--- src/rtl/z80_bus_pkg.sv ---
// z80_bus_pkg: shared state encoding and default widths for the Z80 memory bridge
package z80_bus_pkg;
  localparam int ADR_W = 15;
  localparam int DAT_W = 8;
  localparam int WAIT_MAX = 15;
  localparam int CNT_W = $clog2(WAIT_MAX + 1);
  typedef enum logic [2:0] {IDLE, RD_STB, RD_CAP, WAIT, HOLD} state_t;
endpackage

--- src/rtl/wait_timer.sv ---
// wait_timer: wait-state down-counter that loads a start value and stops at zero
module wait_timer
  import z80_bus_pkg::*;
(
  input  logic             clk,
  input  logic             rst_n,
  input  logic             load,
  input  logic             en,
  input  logic [CNT_W-1:0] val,
  output logic             done
);
  logic [CNT_W-1:0] cnt;
  always_ff @(posedge clk)
    if (!rst_n) cnt <= '0;
    else if (load) cnt <= val;
    else if (en && !done) cnt <= cnt - 1'b1;
  assign done = cnt == '0;
endmodule

--- src/rtl/z80_mem_bridge.sv ---
// z80_mem_bridge: Z80 memory cycles to registered SRAM strobes with wait-state insertion
module z80_mem_bridge
  import z80_bus_pkg::*;
#(
  parameter int ADR         = ADR_W,
  parameter int DAT         = DAT_W,
  parameter bit SEL_A15     = 1'b1,
  parameter int WAIT_CYCLES = 1
) (
  input  logic           clk,
  input  logic           rst_n,
  input  logic [15:0]    z_a,
  input  logic [DAT-1:0] z_d_in,
  output logic [DAT-1:0] z_d_out,
  output logic           z_d_oe,
  input  logic           z_mreq_n,
  input  logic           z_rd_n,
  input  logic           z_wr_n,
  input  logic           z_rfsh_n,
  output logic           z_wait_n,
  output logic [ADR-1:0] m_a,
  output logic [DAT-1:0] m_d_out,
  input  logic [DAT-1:0] m_d_in,
  output logic           m_cs,
  output logic           m_we,
  output logic           m_oe,
  output logic           err
);
  localparam logic [CNT_W-1:0] WLOAD = CNT_W'(WAIT_CYCLES > 0 ? WAIT_CYCLES - 1 : 0);
  localparam bit NO_WAIT = WAIT_CYCLES == 0;
  state_t state, state_d;
  logic is_wr, is_wr_d;
  logic [ADR-1:0] a_d;
  logic [DAT-1:0] dout_d, zd_d;
  logic doe_d, wait_d, cs_d, we_d, oe_d, err_d;
  logic load, en, done, hit;
  assign hit = z_rfsh_n && z_a[15] == SEL_A15;
  wait_timer u_timer (
    .clk  (clk),
    .rst_n(rst_n),
    .load (load),
    .en   (en),
    .val  (WLOAD),
    .done (done)
  );
  always_comb begin
    state_d = state;
    is_wr_d = is_wr;
    a_d = m_a;
    dout_d = m_d_out;
    zd_d = z_d_out;
    doe_d = z_d_oe;
    wait_d = 1'b1;
    cs_d = 1'b0;
    we_d = 1'b0;
    oe_d = 1'b0;
    err_d = 1'b0;
    load = 1'b0;
    en = 1'b0;
    case (state)
      IDLE:
        if (!z_mreq_n) begin
          if (!hit) state_d = HOLD;
          else if (!z_rd_n && !z_wr_n) begin
            state_d = HOLD;
            err_d = 1'b1;
          end else if (!z_rd_n || !z_wr_n) begin
            state_d = RD_STB;
            is_wr_d = !z_wr_n;
            a_d = z_a[ADR-1:0];
            dout_d = z_wr_n ? m_d_out : z_d_in;
            wait_d = 1'b0;
            cs_d = 1'b1;
            we_d = !z_wr_n;
            oe_d = z_wr_n;
          end
        end
      RD_STB: begin
        state_d = !is_wr ? RD_CAP : NO_WAIT ? HOLD : WAIT;
        wait_d = is_wr && NO_WAIT;
        load = is_wr && !NO_WAIT;
      end
      RD_CAP:
        if (z_mreq_n) begin
          state_d = IDLE;
          doe_d = 1'b0;
          err_d = 1'b1;
        end else begin
          state_d = NO_WAIT ? HOLD : WAIT;
          zd_d = m_d_in;
          doe_d = 1'b1;
          wait_d = NO_WAIT;
          load = !NO_WAIT;
        end
      WAIT:
        if (z_mreq_n) begin
          state_d = IDLE;
          doe_d = 1'b0;
          err_d = 1'b1;
        end else begin
          state_d = done ? HOLD : WAIT;
          wait_d = done;
          en = !done;
        end
      HOLD:
        if (z_mreq_n) begin
          state_d = IDLE;
          doe_d = 1'b0;
        end
      default: state_d = IDLE;
    endcase
  end
  always_ff @(posedge clk) begin
    if (!rst_n) begin
      state <= IDLE;
      is_wr <= 1'b0;
      m_a <= '0;
      m_d_out <= '0;
      z_d_out <= '0;
      z_d_oe <= 1'b0;
      z_wait_n <= 1'b1;
      m_cs <= 1'b0;
      m_we <= 1'b0;
      m_oe <= 1'b0;
      err <= 1'b0;
    end else begin
      state <= state_d;
      is_wr <= is_wr_d;
      m_a <= a_d;
      m_d_out <= dout_d;
      z_d_out <= zd_d;
      z_d_oe <= doe_d;
      z_wait_n <= wait_d;
      m_cs <= cs_d;
      m_we <= we_d;
      m_oe <= oe_d;
      err <= err_d;
    end
  end
endmodule

--- config.mk ---
export PLATFORM = sky130hd
export DESIGN_NAME = z80_mem_bridge
export DESIGN_NICKNAME = d
export VERILOG_FILES = /design/src/rtl/z80_bus_pkg.sv /design/src/rtl/wait_timer.sv /design/src/rtl/z80_mem_bridge.sv
export SDC_FILE = /design/constraint.sdc
export NUM_CORES = 1
export LEC_CHECK = 0
export ABC_AREA = 1
export CORE_UTILIZATION = 46
export CTS_CLUSTER_SIZE = 10
export DETAILED_ROUTE_END_ITERATION = 8
export GPL_ROUTABILITY_DRIVEN = 0
export GPL_TIMING_DRIVEN = 0
export HOLD_SLACK_MARGIN = 0.08
export PLACE_DENSITY = 0.85
export SLEW_MARGIN = 20
export SYNTH_ARGS = -nofsm -noshare
export SYNTH_HDL_FRONTEND = slang
export SYNTH_SLANG_ARGS = --single-unit
--- constraint.sdc ---
create_clock -name clk -period 2.03 [get_ports clk]
set_input_delay 0.203 -clock clk [delete_from_list [all_inputs] [get_ports clk]]
set_output_delay 0.203 -clock clk [all_outputs]
set_load 0.02 [all_outputs]
# Word-level counts from Yosys, hierarchy flattened

Index checks and enable logic that the tools add are counted.

Flip-flop bits (word level): 45
Bits of input ports: 38
Output and inout port bits: 37
Logic and storage cells: 76

Add/subtract/negate cells: 1
Equality and inequality tests: 8
Multiplexer cells: 28
Bitwise operators: 7
Reduce and logical (&&, ||, !) cells: 20

Operators by type and width:

| kind                  | number |
|---|---|
| $mux W3               | 7 |
| $mux W1               | 15 |
| $pmux W3 S5           | 1 |
| $not A1 Y1            | 7 |
| $eq A3 B2 Y1 const B  | 2 |
| $pmux W1 S2           | 3 |
| $reduce_and A6 Y1     | 1 |
| $reduce_or A2 Y1      | 3 |
| $reduce_or A6 Y1      | 1 |
| $reduce_and A5 Y1     | 1 |
| $reduce_or A5 Y1      | 1 |
| $logic_not A4 Y1      | 1 |
| $ne A2 B2 Y1 const B  | 2 |
| $ne A4 B4 Y1 const B  | 1 |
| $pmux W1 S4           | 1 |
| $reduce_and A2 Y1     | 2 |
| $sub A4 B1 Y4 const B | 1 |
| $eq A3 B1 Y1 const B  | 1 |
| $eq A3 B3 Y1 const B  | 1 |
| $logic_and A1 B1 Y1   | 3 |
| $logic_not A1 Y1      | 3 |
| $logic_not A3 Y1      | 1 |
| $reduce_and A3 Y1     | 1 |
| $mux W2               | 1 |
| 3 further kinds       | 3 |

# Logic depth before layout (Yosys ltp)

Word-level depth: 7
Mapped depth: 9
Gate-level depth less buffers: 8

# By module

From an unflattened synthesis, not the netlist that was laid out.

Cells, all modules: 266
Area, all modules: 2,006.9 um^2

By module, submodules not included:

| module         | times used | cells an instance | area each (um^2) | seq. area each (um^2) |
|---|---|---|---|---|
| z80_mem_bridge | 1          | 225               | 1,732.9          | 820.8 |
| wait_timer     | 1          | 41                | 274.0            | 80.1 |

# Worst setup path after synthesis

No wires, ideal clock.

Path kind: register -> register
Start point: register state[2]
End point: register m_a[0]
Library setup time: 0.113 ns
Arrival: 1.145 ns
Required time: 1.917 ns
Slack: 0.771 ns
Stages on the path, launching flop included: 9
Path buffers: 2
Clock period less this slack: 1.259 ns
Path through: dfxtp_1 > buf_6 > nor2_4 > nand2_4 > nor2_8 > nand2_4 > buf_6 > o21ai_1 > nor2_1

Cells in the longest elaborated chain, start to end: 2

RTL lines:

| item                               | line                  | RTL |
|---|---|---|
| start: declaration                 | z80_mem_bridge.sv:31  | `state_t state, state_d;` |
| start signal: assignment           | z80_mem_bridge.sv:127 | `state <= state_d;` |
| $logic_not A3 Y1                   | z80_mem_bridge.sv:60  | `case (state)` |
| $reduce_and A5 Y1 (no source line) | --                    |  |
| end signal: assignment             | z80_mem_bridge.sv:117 | `m_a <= '0;` |
| end signal: assignment             | z80_mem_bridge.sv:129 | `m_a <= a_d;` |
| end: declaration                   | z80_mem_bridge.sv:21  | `output logic [ADR-1:0] m_a,` |

No other way between the ends.
A chain may end at the register's enable or synchronous reset.

# Final worst setup path

Start point: input z_wr_n
End point: register m_d_out[6]

Cells in the longest elaborated chain, start to end: 4
Elaborated cells between the ends (all ways): 6
Those cells by class: bitwise (2); reduce/logical (4)

RTL lines:

| item                                 | line                                       | RTL |
|---|---|---|
| start: declaration                   | z80_mem_bridge.sv:18                       | `input logic z_wr_n,` |
| $logic_not A1 Y1                     | z80_mem_bridge.sv:64, z80_mem_bridge.sv:67 |  |
| $logic_and A1 B1 Y1                  | z80_mem_bridge.sv:64                       | `else if (!z_rd_n && !z_wr_n) begin` |
| $not A1 Y1 (no source line)          | --                                         |  |
| $reduce_and A6 Y1 (no source line) * | --                                         |  |
| end signal: assignment               | z80_mem_bridge.sv:130                      | `m_d_out <= dout_d;` |
| end: declaration                     | z80_mem_bridge.sv:22                       | `output logic [DAT-1:0] m_d_out,` |

Every way passes the cells marked *; elsewhere a longest branch is shown, timed or not.

==> impl_results.md <==
- Outcome: complete, no violations
- Final hold vios: 0
- Number of I/O port buffers: 73
- Multiplexer area fraction after synthesis: 0%
- XOR/XNOR share of the synthesized area: less than 1%
- Chip width: between 60 and 70 µm
- Grt total ovfl: 0
- Synth top area cells: dfxtp_1, nor2_1, nand2_1
- # clock sinks: 45
- Synth area leader: dfxtp_1
- WP data required: between 2 and 2.5 ns
- Top-count cell post-synth: nor2_1
- CP Capture Type: flop
- FF+latch area: about 900 µm²
- Post-synth EDFFs: 0
- Htree depth: 2
- Top Ports: 75
- Row cnt: 22
- Crit path largest cell delay: roughly 0.42 ns
- P&R area growth vs syn: 46.94%
- Drt total wl: between 4 and 5 mm
- Yosys warnings: 0
- Synth Area per Inst: 7.688 µm²
- # diodes: 0
- Min-delay worst type: in -> reg
- Top cells by count, synth: nor2_1, dfxtp_1, nand2_1
- Crit path max-delay family: buffers and inverters
- Synth async-reset ratio: 0%
- Die ar.: 4303 µm²
- Main flop type after synthesis: dfxtp_1
- CP Buf/Inv Count: 3
- Crit path launch type: input port
- Sequential area share after synthesis: between 40 and 50%
- Clk buf depth: 2
- Nets: approximately 360
- Worst vdd ir: between 0.4 and 0.5 mV
- Tcrit/Tclk final: 78.34%
- Critical path arrival: 1.74 ns
- Starting DRC count in detailed routing: 82
- Root buf cell: clkbuf_8
- Skew final: approximately 0.0063 ns
- Post-synth top area share: roughly 48%
- Largest net degree at the start of global routing: 14
- Largest family of logic cells by synthesized area: simple AND/OR/NAND/NOR gates
- Critical-path top delay cell: clkdlybuf4s50_1
- Max_cap viols: 0
- Initial antenna violation count: 0
- Achievable frequency: around 630 MHz
- Cts hold-fix bufs: 0
- Adder-cell share of the synthesized area: 2.690%
- Pwr Density: between 600 and 700 nW/µm²
- Number of buffers added for setup after CTS: 0
- Critical path type: in -> reg
- Setup_tns: 0 ns
- Synthesized net count: 284
- CTS Buf Count: 5
- Vias in the first global route: 1661
- Placed Instance Area: ~2700 µm²
- Wire per inst: 11.67 µm
- Core Region: approximately 3800 µm²
- Mapped cell area: 1861 µm²
- Synthesized flop and latch total: 45
- Leakage: 1.055 nW
- Footprint of the multi-input gates: 828.3 µm²
- Hpwl dp: roughly 3.2 mm
- Number of remaining DRC errors: 0
- Clock slew at reported path FFs: 0.08 ns
- Global-route wire length before repair: around 7.0 mm
- Vias post-DR: roughly 1.8k
- R2R setup slack: between 0.5 and 0.6 ns
- Compound-Gate Fraction of Synth Area: between 10% and 20%
- CTS tree: yes
- Final instance area: 2734 µm²
- Worst Max-Slew Pin Slew: slightly above 0.5 ns
- Final setup viols: 0
- Cell variety after synth: 22
- Simple-gate area share of the yosys netlist: 29.79%
- Vias per cell: just under 5
- Fillers: 330
- Gr usage total: roughly a fifth
- Slew Viols, Final: 0
- Rel. slew slack: about two thirds
- Period minus WS final: 1.590 ns
- Crit-path max FO: 9
- Post-Synthesis Cells: about 240
- DRT Pass-1 Iters: 6
- Initial Util: roughly 50%
- Critical Path, Cell by Cell: clkdlybuf4s50_1, inv_1, ha_1, clkbuf_1, nand3_1, nand2_1, a21oi_1
- Post-detailed-route count of antenna-violating nets: 0
- Worst skew pair latency: about 0.29 ns
- DIE HEIGHT: approximately 66 µm
- Layout cells sized above 1: 6.192%
- Post-CTS sizing: 0
- Unrepaired setup endpoints after global routing: false
placed cells by master, fill, tap and decap left out:
master	Yosys	routed
nand3_1	14	14
buf_2	2	2
nand2_4	2	2
inv_1	17	17
nor3_2	1	1
or2_1	1	1
nand2_1	33	33
nor3_1	3	3
o21ai_0	18	18
nor2_1	55	55
nand4_1	9	9
ha_1	4	4
clkbuf_8	0	5
xor2_1	1	1
clkinv_2	0	2
nor2_4	1	1
clkdlybuf4s50_1	0	73
buf_6	3	3
clkbuf_1	4	5
a21oi_1	17	17
clkinv_4	1	1
o21ai_1	8	8
nor2_8	1	1
nor2_2	2	2
dfxtp_1	45	45
metal layers:
layer  up-vias  wire length [µm]  GRT usage (%)
met5         -                 0              0
met4         0                59          10.05
met3         6               268          5.208
met2        61              1985          35.44
met1       810              2015          25.32
li1        945                 -              -
layout make-up:
cell class | count | area share (%)
Multi-Input combinational cell | 170 | 30.30
Timing Repair Buffer | 73 | 26.73
Inverter | 18 | 2.654
Tap cell | 48 | 2.197
Buffer | 9 | 2.151
Clock buffer | 6 | 2.654
Clock inverter | 2 | 0.3661
Sequential cell | 45 | 32.95
where the power goes:
part	internal (mW)	switching [mW]
combinational	0.150	0.155
sequential	0.907	0.0122
clock	0.239	0.286
kinds of logic after synthesis:
group | Yosys count
flip-flops | 45
adder cells (fa/ha/maj) | 4
buffers and inverters | 27
AND/OR/NAND/NOR | 122
AO/OA/AOI/OAI | 43
XOR/XNOR | 1
worst reg2reg max path, delay by kind of cell (launching register included):
| kind | cells | cell delay, ns |
|---|---|---|
| AND/OR/NAND/NOR | 5 | 0.80 |
| flip-flops | 1 | 0.31 |
| buffers and inverters | 1 | 0.13 |
| AO/OA/AOI/OAI | 1 | 0.07 |
path summary, 6_finish.rpt:
path / startpoint / endpoint / cells after the start
worst max-delay path: z_wr_n / m_d_out[6]$_SDFFE_PN0P_ / 7
worst min-delay path: z_mreq_n / err$_SDFF_PN0_ / 3
worst max register to register: state[2]$_SDFFE_PN0P_ / m_d_out[6]$_SDFFE_PN0P_ / 7
worst min register to register: u_timer.cnt[2]$_SDFFE_PP0P_ / u_timer.cnt[2]$_SDFFE_PP0P_ / 2
metrics by stage:
stage | utilization [%] | setup slack (ns) | power [mW] | std cells | hold WS, ns
2_1_floorplan | - | 0.7715 | 1.105 | 242 | 0.3387
3_3_place_gp | 70.31 | 0.1629 | 1.239 | 363 | 0.4476
3_5_place_dp | 70.31 | 0.1560 | 1.245 | 363 | 0.4556
4_1_cts | 72.50 | 0.4646 | 1.768 | 371 | 0.2633
5_1_grt | 72.50 | 0.3052 | 1.835 | 371 | 0.2722
6_report | 72.50 | 0.4398 | 1.750 | 371 | 0.2709
sequential cells by signal, indices dropped and copies added (netlist names), 3 cells and up:
| register | flops |
|---|---|
| z_d_out | 8 |
| state | 3 |
| u_timer.cnt | 4 |
| m_d_out | 8 |
| m_a | 15 |
No activity file was read; power rests on OpenSTA's default activity.
==> patch 1 (config.mk and constraints unchanged) <==
Register the output `err` once more; this adds one clock of latency there. The other outputs are not delayed to match.
--- a/src/rtl/z80_mem_bridge.sv
+++ b/src/rtl/z80_mem_bridge.sv
@@ -28,6 +28,8 @@
 );
   localparam logic [CNT_W-1:0] WLOAD = CNT_W'(WAIT_CYCLES > 0 ? WAIT_CYCLES - 1 : 0);
   localparam bit NO_WAIT = WAIT_CYCLES == 0;
+
+  logic err_s0;
   state_t state, state_d;
   logic is_wr, is_wr_d;
   logic [ADR-1:0] a_d;
@@ -122,7 +124,7 @@
       m_cs <= 1'b0;
       m_we <= 1'b0;
       m_oe <= 1'b0;
-      err <= 1'b0;
+      err_s0 <= 1'b0;
     end else begin
       state <= state_d;
       is_wr <= is_wr_d;
@@ -134,8 +136,12 @@
       m_cs <= cs_d;
       m_we <= we_d;
       m_oe <= oe_d;
-      err <= err_d;
+      err_s0 <= err_d;
     end
   end
+  always_ff @(posedge clk) begin
+    err <= err_s0;
+  end
+
 endmodule
 
Formal check against the unedited RTL: not equivalent (Yosys sat finds a counterexample within 4 cycles, from zero or initial values and one cycle with rst_n low).
==> patch 1 against the unedited design <==
  * Critical path type unchanged
  * Worst setup slack got worse by 0.012 ns
  * Register-to-register slack got worse by 0.02 ns
  * Power rose by 1.5%
  * Sequential cell count rose by 1
  * Routed wire length fell by 0.90%
  * Design area rose by 0.64%
  * Synthesized area rose by 1.1%
  * Global-route usage rose by 0.95 points
==> patch 1: results (changes against the unedited design) <==
* Multi-input gate area at 828 µm² (unchanged)
* Max Clock Skew at 0.00313 ns (was 0.00627 ns)
* Share of layout cells above drive strength 1 at 5.88% (was 6.19%)
* Final-layout fill cell count at 324 (was 330)
* FF-to-FF setup slack at 0.56 ns (was 0.58 ns)
* Sequential portion of the cell area at 33.5% (was 33.0%)
* IO buf count at 73 (unchanged)
* Routed wl met2 at 1.92 mm (was 1.99 mm)
* Ranking of synthesized cells by instance count: 55 x nor2_1, 46 x dfxtp_1, 33 x nand2_1 (was 55 x nor2_1, 45 x dfxtp_1, 33 x nand2_1)
* Final clock-cell share at 2.91% (was 3.02%)
* Status: finished clean (unchanged)
* Yosys reg bits at 46 (was 45)
* Slew margin rel. at 66.8% (was 66.5%)
* WL per Instance at 11.6 µm (was 11.7 µm)
* Detailed Place HPWL at 3.16 mm (was 3.19 mm)
* Vias at 1816 (was 1822)
* Critical path arrival at 1.78 ns (was 1.74 ns)
* Initial antenna violation count at 0 (unchanged)
* Seq pwr at 0.000939 W (was 0.000919 W)
* Vias in the first global route at 1731 (was 1661)
* Met3 GRT Util at 7.41% (was 5.21%)
* Comb power at 0.000305 W (was 0.000306 W)
* Post-layout net count at 365 (was 364)
* Maximum VDD drop at 0.338 mV (was 0.411 mV)
* Sequential share of the synthesized area at 49.0% (was 48.4%)
* CP max stage cell: clkdlybuf4s50_1 (unchanged)
* LEAKAGE at 1.06 nW (about the same)
* DP Worst Slack at 0.0905 ns (was 0.156 ns)
* First-pass DRT Iterations at 4 (was 6)
* M1 wire length at 1.95 mm (was 2.02 mm)
* Hold worst-path end: err_s0$_SDFF_PN0_ (was err$_SDFF_PN0_)
* First-pass GRT wire length at 7.27 mm (was 7.00 mm)
* Synthesized net count at 285 (was 284)
* Total track usage at 22.2% (was 21.2%)
* DR iter-0 viols at 100 (was 82)
* Met2 usage at 37.2% (was 35.4%)
patch 1: changes by cell type in the layout (fill, tap and decap cells not counted), sizes merged:
cell	delta
dfxtp	+1
clkinvlp	+1
clkinv	-2
patch 1: cells by family (layout without fill, tap and decap cells):
kind of cell               after synthesis  after routing  share of synthesized area, %
and+or+nand+nor                        122            122                          29.5
DFF                                     46             46                          49.0
AOI/OAI and AO/OA                       43             43                          11.4
buffers and inverters                   27            107                          6.99
adders and majority gates                4              4                          2.66
xor gates and xnor gates                 1              1                         0.466
patch 1: through the flow:
step                      total power (W)  hold WS [ns]  instances  cell area [µm²]  utilization, %
after floorplan                   0.00113         0.310        243             1880               -
after global placement            0.00126         0.316        364             2670            70.3
after detailed placement          0.00126         0.320        364             2670            70.3
after CTS                         0.00179         0.267        371             2750            72.4
after global routing              0.00186         0.306        371             2750            72.4
final                             0.00178         0.272        371             2750            72.4
==> patch 2 (same flow settings) <==
Without the edit above. Set the package constant `WAIT_MAX` to 16 (it was 15).
--- a/src/rtl/z80_bus_pkg.sv
+++ b/src/rtl/z80_bus_pkg.sv
@@ -2,7 +2,7 @@
 package z80_bus_pkg;
   localparam int ADR_W = 15;
   localparam int DAT_W = 8;
-  localparam int WAIT_MAX = 15;
+  localparam int WAIT_MAX = 16;
   localparam int CNT_W = $clog2(WAIT_MAX + 1);
   typedef enum logic [2:0] {IDLE, RD_STB, RD_CAP, WAIT, HOLD} state_t;
 endpackage
Behaviour: same outputs for any inputs over 4 cycles, from zero or initial values and one cycle with rst_n low; that may be too few to reach the edited logic, so the function may still have changed.
==> patch 2 against the unedited design <==
  * Cell count is 3.2% higher
  * Sequential cell count is 1 higher
  * Synthesized area is 5.2% higher
  * Power is 1.9% higher
  * Routed wire length is 3.2% lower
  * Worst setup slack worse by 0.065 ns
  * Sequential share of layout area is 0.34 points lower
  * Critical path depth is 3 higher
  * Clock power is 3% higher
  * First-iteration DRC count is 12% lower
  * Design area is 3.3% higher
  * Critical endpoint is now m_a[11]$_SDFFE_PN0P_
  * Highest routed layer unchanged
==> patch 2: results (changes against the unedited design) <==
* Synth Instances at 255 (was 242)
* Vias in the first global route at 1701 (was 1661)
* IO buf count at 72 (was 73)
* Maximum VDD drop at 0.398 mV (was 0.411 mV)
* Vias at 1871 (was 1822)
* Vias per inst at 4.89 (was 4.91)
* Critical path arrival at 1.85 ns (was 1.74 ns)
* Switch share at 24.7% (was 25.9%)
* Ranking of synthesized cells by instance count: 59 x nor2_1, 46 x dfxtp_1, 26 x nand2_1 (was 55 x nor2_1, 45 x dfxtp_1, 33 x nand2_1)
* DR iter-0 viols at 72 (was 82)
* Hold worst-path end: z_wait_n$_SDFF_PN1_ (was err$_SDFF_PN0_)
* Met3 WL at 248 µm (was 268 µm)
* DP Cell Count at 377 (was 363)
* Max Clock Skew at 0.00441 ns (was 0.00627 ns)
* Routed wl met2 at 2.09 mm (was 1.99 mm)
* CP max stage delay at 0.51 ns (was 0.42 ns)
* Worst r2r dst: m_d_out[2]$_SDFFE_PN0P_ (was m_d_out[6]$_SDFFE_PN0P_)
* DP Worst Slack at 0.0788 ns (was 0.156 ns)
* Slew margin rel. at 72.2% (was 66.5%)
* Largest net degree at the start of global routing at 13 (was 14)
* FF-to-FF setup slack at 0.64 ns (was 0.58 ns)
* First-pass DRT Iterations at 4 (was 6)
* Synthesized net count at 297 (was 284)
* Ranking of synthesized cells by area: dfxtp_1 47%, nor2_1 11%, nand2_1 5.0% (was dfxtp_1 48%, nor2_1 11%, nand2_1 6.7%)
* Post-synthesis adder-cell area fraction at 2.56% (was 2.69%)
* Library cells used by synthesis at 28 (was 22)
* Detailed Place HPWL at 3.14 mm (was 3.19 mm)
* Total track usage at 20.1% (was 21.2%)
* Worst reg2reg path depth at 6 (was 7)
* Status: finished clean (unchanged)
* Synth Area in Compound Gates at 13.7% (was 11.6%)
* WL per Instance at 10.9 µm (was 11.7 µm)
* Hold slack at 0.218 ns (was 0.271 ns)
* Sequential share of the synthesized area at 47.0% (was 48.4%)
* First-pass GRT wire length at 6.85 mm (was 7.00 mm)
* M1 wire length at 1.79 mm (was 2.02 mm)
-- patch 2: cell count changes after synthesis, sizes merged, moves of 2 or more --
cell and change:
inv +11, nand3 +4, o21ai +8, a211oi +2, buf +2, nor2 +5
nand4 -8, nand2 -6, nor3 -3
-- patch 2: area by class of cell --
class	count	area, µm²
clock buffer	6	82.6
multi-input combinational	171	850
inverter	28	110
fill	342	1230
sequential	46	921
tap	50	62.6
timing repair buffer	72	721
buffer	10	77.6
-- patch 2: worst max-delay path by stage --
| stage | start | to | slack [ns] | depth (start not counted) |
|---|---|---|---|---|
| after floorplan | z_wr_n | m_a[0]$_SDFFE_PN0P_ | 0.78 | 9 |
| after global placement | z_wr_n | m_a[5]$_SDFFE_PN0P_ | 0.13 | 10 |
| after detailed placement | z_wr_n | m_a[5]$_SDFFE_PN0P_ | 0.08 | 10 |
| after CTS | z_wr_n | m_a[5]$_SDFFE_PN0P_ | 0.38 | 10 |
| after global routing | z_wr_n | m_a[5]$_SDFFE_PN0P_ | 0.24 | 10 |
| final | z_wr_n | m_a[11]$_SDFFE_PN0P_ | 0.37 | 10 |
-- patch 2: power by group through the flow --
| stage | Clock, W | Sequential, W | Combinational, W |
|---|---|---|---|
| after floorplan | 0 | 0.000995 | 0.000133 |
| after global placement | 0 | 0.000969 | 0.000292 |
| after detailed placement | 0 | 0.000969 | 0.000296 |
| after CTS | 0.000557 | 0.000948 | 0.000297 |
| after global routing | 0.000591 | 0.000952 | 0.000326 |
| final | 0.000540 | 0.000948 | 0.000296 |
-- patch 2: routing by layer --
metal	up-vias	global-route usage, %
met5	-	0
met4	0	9.04
met3	5	4.05
met2	55	35.9
met1	849	22.9
li1	962	-
